**src/rtl/inv_test_sequencer.sv**
```systemverilog
// inv_test_sequencer: clocked stimulus/check sequencer for a single inverter cell.
// Drives up to 8 programmed input vectors onto dut_a, waits SETTLE_CYCLES,
// samples dut_y against ~dut_a and reports pass / error count / first failing index.
module inv_test_sequencer #(
  parameter int SETTLE_CYCLES = 4
) (
  input  logic       clk,
  input  logic       rst,
  input  logic       start,
  input  logic [7:0] pattern,
  input  logic [3:0] pattern_len,
  output logic       dut_a,
  input  logic       dut_y,
  output logic       busy,
  output logic       done,
  output logic       pass,
  output logic [3:0] err_count,
  output logic [2:0] fail_idx
);

  localparam logic [2:0] S_IDLE   = 3'd0;
  localparam logic [2:0] S_DRIVE  = 3'd1;
  localparam logic [2:0] S_SETTLE = 3'd2;
  localparam logic [2:0] S_CHECK  = 3'd3;
  localparam logic [2:0] S_DONE   = 3'd4;

  // Counter preload: SETTLE occupies exactly SETTLE_CYCLES cycles (load N-1, leave at 0).
  localparam logic [3:0] SETTLE_LOAD = 4'(SETTLE_CYCLES - 1);

  logic [2:0] state_q, state_d;
  logic [7:0] pat_q, pat_d;
  logic [2:0] last_q, last_d;   // clamped length minus one
  logic [2:0] idx_q, idx_d;
  logic [3:0] cnt_q, cnt_d;
  logic       dut_a_q, dut_a_d;
  logic       busy_q, busy_d;
  logic       done_q, done_d;
  logic       pass_q, pass_d;
  logic [3:0] err_q, err_d;
  logic [2:0] fidx_q, fidx_d;

  logic [3:0] len_clamp;
  logic [3:0] len_m1;
  logic       mismatch;

  assign len_clamp = (pattern_len > 4'd8) ? 4'd8 : pattern_len;
  assign len_m1    = len_clamp - 4'd1;
  // A healthy inverter output is the complement of what is being driven.
  assign mismatch  = (dut_y == dut_a_q);

  // Next-state and output-register logic for the sequencer FSM.
  always_comb begin
    state_d = state_q;
    pat_d   = pat_q;
    last_d  = last_q;
    idx_d   = idx_q;
    cnt_d   = cnt_q;
    dut_a_d = dut_a_q;
    busy_d  = busy_q;
    done_d  = 1'b0;
    pass_d  = pass_q;
    err_d   = err_q;
    fidx_d  = fidx_q;
    case (state_q)
      S_IDLE: begin
        busy_d = 1'b0;
        // A zero length start is dropped without touching any result register.
        if (start && (pattern_len != 4'd0)) begin
          pat_d   = pattern;
          last_d  = len_m1[2:0];
          idx_d   = 3'd0;
          err_d   = 4'd0;
          fidx_d  = 3'd0;
          pass_d  = 1'b0;
          busy_d  = 1'b1;
          state_d = S_DRIVE;
        end
      end
      S_DRIVE: begin
        dut_a_d = pat_q[idx_q];
        cnt_d   = SETTLE_LOAD;
        state_d = S_SETTLE;
      end
      S_SETTLE: begin
        cnt_d = cnt_q - 4'd1;
        if (cnt_q == 4'd0) state_d = S_CHECK;
      end
      S_CHECK: begin
        if (mismatch) begin
          err_d = err_q + 4'd1;
          if (err_q == 4'd0) fidx_d = idx_q;
        end
        if (idx_q == last_q) begin
          state_d = S_DONE;
        end else begin
          idx_d   = idx_q + 3'd1;
          state_d = S_DRIVE;
        end
      end
      S_DONE: begin
        done_d  = 1'b1;
        pass_d  = (err_q == 4'd0);
        state_d = S_IDLE;
      end
      default: state_d = S_IDLE;
    endcase
  end

  // State registers; reset aborts any run immediately.
  always_ff @(posedge clk or posedge rst) begin
    if (rst) begin
      state_q <= S_IDLE;
      pat_q   <= 8'd0;
      last_q  <= 3'd0;
      idx_q   <= 3'd0;
      cnt_q   <= 4'd0;
      dut_a_q <= 1'b0;
      busy_q  <= 1'b0;
      done_q  <= 1'b0;
      pass_q  <= 1'b0;
      err_q   <= 4'd0;
      fidx_q  <= 3'd0;
    end else begin
      state_q <= state_d;
      pat_q   <= pat_d;
      last_q  <= last_d;
      idx_q   <= idx_d;
      cnt_q   <= cnt_d;
      dut_a_q <= dut_a_d;
      busy_q  <= busy_d;
      done_q  <= done_d;
      pass_q  <= pass_d;
      err_q   <= err_d;
      fidx_q  <= fidx_d;
    end
  end

  assign dut_a     = dut_a_q;
  assign busy      = busy_q;
  assign done      = done_q;
  assign pass      = pass_q;
  assign err_count = err_q;
  assign fail_idx  = fidx_q;

endmodule
```
**config.mk**
```make
export PLATFORM = sky130hd
export DESIGN_NAME = inv_test_sequencer
export DESIGN_NICKNAME = d
export VERILOG_FILES = /design/src/rtl/inv_test_sequencer.sv
export SDC_FILE = /design/constraint.sdc
export NUM_CORES = 1
export LEC_CHECK = 0
export CAP_MARGIN = 30
export CORE_ASPECT_RATIO = 0.7
export CORE_MARGIN = 5
export CORE_UTILIZATION = 48
export CTS_CLUSTER_DIAMETER = 150
export DETAILED_ROUTE_END_ITERATION = 10
export GPL_TIMING_DRIVEN = 0
export PLACE_DENSITY = 0.71
export SYNTH_ARGS = -nofsm -noshare
export SYNTH_HDL_FRONTEND = slang
export SYNTH_SLANG_ARGS = --single-unit
export TNS_END_PERCENT = 30
```
**constraint.sdc**
```tcl
create_clock -name clk -period 3 [get_ports clk]
set_input_delay 0.6 -clock clk [delete_from_list [all_inputs] [get_ports clk]]
set_output_delay 0.6 -clock clk [all_outputs]
set_load 0.1 [all_outputs]
```
==> flow_summary.ini <==
[die]
die_x_um = 79.9
io_pins = 27
row_count = 17
core_area_sq_um = 3210
die_h_um = 58.9
dieArea_sq_um = 4710
start_util_pct = 51.1

[placed_design]
hpwl_mm = 2.57
place.gp.congestion = 0.791
io_buffers = 26
dp_worst_setup_slack_ns = 0.667
place_area_sq_um = 1990

[final_layout]
n_antenna_cell = 0
drive_above_1_share_pct = 9.09
synthToLayoutAreaGrowth_pct = 27.6
finalInstanceArea_sq_um = 2100
nNetsFinal = 230

[setup_path]
worst_path_max_delay_cell = clkdlybuf4s50_1
crit_cells = 1
crit_family = buffers and inverters
crit_type = reg -> out
reg2reg_slack_ns = 1.11
rr_worst_depth = 5
arrival_ns = 1.89
path_max_fanout = 6
worstReg2RegEnd = fail_idx[1]$_DFFE_PP0P_
worstPathRequired_ns = 2.40
worstPathCellList = clkdlybuf4s50_1
slowest_delay_ns = 1.17
crit_buf_inv = 1
r2r-start = err_count[0]$_DFFE_PP0P_
start_kind = flop
endpoint_kind = primary output

[cts]
clock_sinks = 32
cts-root-buf = clkbuf_8
clk_path_buf_depth = 2
cts_buffers = 5
cts_tree = built
clkTransAtPathRegs_ns = 0.07
cts_setup_buffers = 0
ctsResizeCount = 0
h-tree-depth = 2
cts_hold_buf = 0
worstSkewPairLatency_ns = 0.28

[routing]
drt_wl_total_mm = 3.39
first_pass_iters = 5
vias = 1313
viasPerCell = 5.13
drt_iter0_drc = 77
drcViolationCount = 0
final_antenna_net_count = 0
wl_per_cell_um = 13.3

[global_routing]
grt_remaining_overflow = 0
grt_max_degree = 26
grt_pass1_vias = 1284
grt_usage_pct = 16.6
antenna_found_initial = 0
grt_pass1_wl_mm = 5.87

[sta]
setup_ws_ns = 0.514
setup_tns_ns = 0
setup_viol = 0
hold_ws_ns = 0.483
rsz0062_at_grt = false
finalMaxSlewViolations = 0
skew_ns = 0.00573
tightest_slew_ns = 0.975
period_needed_ns = 2.49
finalHoldViolations = 0
period_share_pct = 82.9
slew_headroom_pct = 34.8
max_freq_ghz = 0.402

[synth]
ys_warn_count = 0
yosysSeqAreaShare_pct = 48.7
synth_area_leaders = dfrtp_1 (49%), nand2_1 (8.9%), ha_1 (4.6%)
netlist_instances = 174
synth_area_leader_cell = dfrtp_1
syn_avg_cell_area_sq_um = 9.44
synth_compound_area_share_pct = 10.7
ys_types = 37
yosys_most_used_dff = dfrtp_1
async_flop_share_pct = 100
yosysMostFrequentCell = nand2_1
syn_area_sq_um = 1640
synth_simple_gate_area_share_pct = 22.5
synthXorXnorAreaFrac_pct = 4.27
yosys.area_share.adder_pct = 4.57
synth_top_family_by_area = simple AND/OR/NAND/NOR gates
synth_top_area_share_pct = 48.7
synth_common_cells = nand2_1 (39), dfrtp_1 (32), nor2_1 (13)
synth_nets = 196
ys_seq_elements = 32
synth-edff-count = 0
synthMuxAreaShare_pct = 5.03

[pwr]
ir_drop_mv = 0.520
leakagePower_uw = 0.000970
power.density_nw_per_um2 = 1090
total_power_uw = 2300

[flow_run]
cap_violations = 0

[worst_hold_path]
hold_start = pat_q[6]$_DFFE_PP0P_
min_path_type = reg -> reg
min_to = pat_q[6]$_DFFE_PP0P_
min_path_cells = 2

[outcome]
status = finished clean
==> cells in the final DEF, fill, tap and decap left out, drive strengths merged, types with 3 or more instances in the layout <==
| master | instances |
|---|---|
| a21oi | 7 |
| buf | 6 |
| clkbuf | 9 |
| clkdlybuf4s50 | 26 |
| dfrtp | 32 |
| ha | 6 |
| inv | 7 |
| mux2i | 6 |
| nand2 | 40 |
| nand2b | 3 |
| nand3 | 5 |
| nor2 | 13 |
| nor3 | 4 |
| o21ai | 13 |
| xnor2 | 6 |
==> cells by family (layout without fill, tap and decap cells) <==
family / Yosys count / in the layout
simple gates: 77 / 77
flops: 32 / 32
compound gates: 29 / 29
buf+inv: 15 / 50
xor+xnor: 8 / 8
mux: 7 / 7
fa+ha+maj: 6 / 6
==> cell type report <==
class                   instances  area, sq um
plain buffers                   8         42.5
clock buffers                   6         72.6
clock inverters                 2         35.0
fillers                       244         1110
inverters                       7         26.3
multi-input cells             127          773
flip-flops and latches         32          801
well taps                      47         58.8
repair buffers                 27          288
==> metrics by stage <==
step	instances	utilization [%]
after floorplan	174	-
after global placement	247	61.1
after detailed placement	248	61.9
after CTS	256	65.3
after global routing	256	65.3
final	256	65.3
==> flip-flops by register name, indices dropped and copies added (netlist names) <==
| name | cells |
|---|---|
| done | 1 |
| state_q | 3 |
| pass | 1 |
| last_q | 3 |
| pat_q | 8 |
| idx_q | 3 |
| dut_a | 1 |
| fail_idx | 3 |
| busy | 1 |
| cnt_q | 4 |
| err_count | 4 |
==> power breakdown <==
group	total [uW]	switching [uW]	internal, uW
combinational	1150	749	397
clock	402	155	246
sequential	748	146	602
total	2300	1050	1250
==> layer usage <==
metal | vias to the layer above | part of all wire [%] | global-route usage (%)
li1 | 656 | - | -
met1 | 606 | 47 | 22.8
met3 | 6 | 7.5 | 4.74
met4 | 0 | 1.2 | 7.95
met5 | - | 0 | 0
met2 | 45 | 44 | 24.2
==> how the worst max path moves through the flow <==
stage | slack, ns | end | start
final | 0.51 | err_count[0] | err_count[0]$_DFFE_PP0P_
after global routing | 0.47 | err_count[0] | err_count[0]$_DFFE_PP0P_
after CTS | 0.50 | err_count[0] | err_count[0]$_DFFE_PP0P_
after detailed placement | 0.67 | pat_q[2]$_DFFE_PP0P_ | pattern_len[1]
after global placement | 0.79 | err_count[1]$_DFFE_PP0P_ | pattern_len[1]
after floorplan | 0.84 | fail_idx[0]$_DFFE_PP0P_ | err_count[1]$_DFFE_PP0P_
Note: power is estimated with default switching activity, not from simulation.
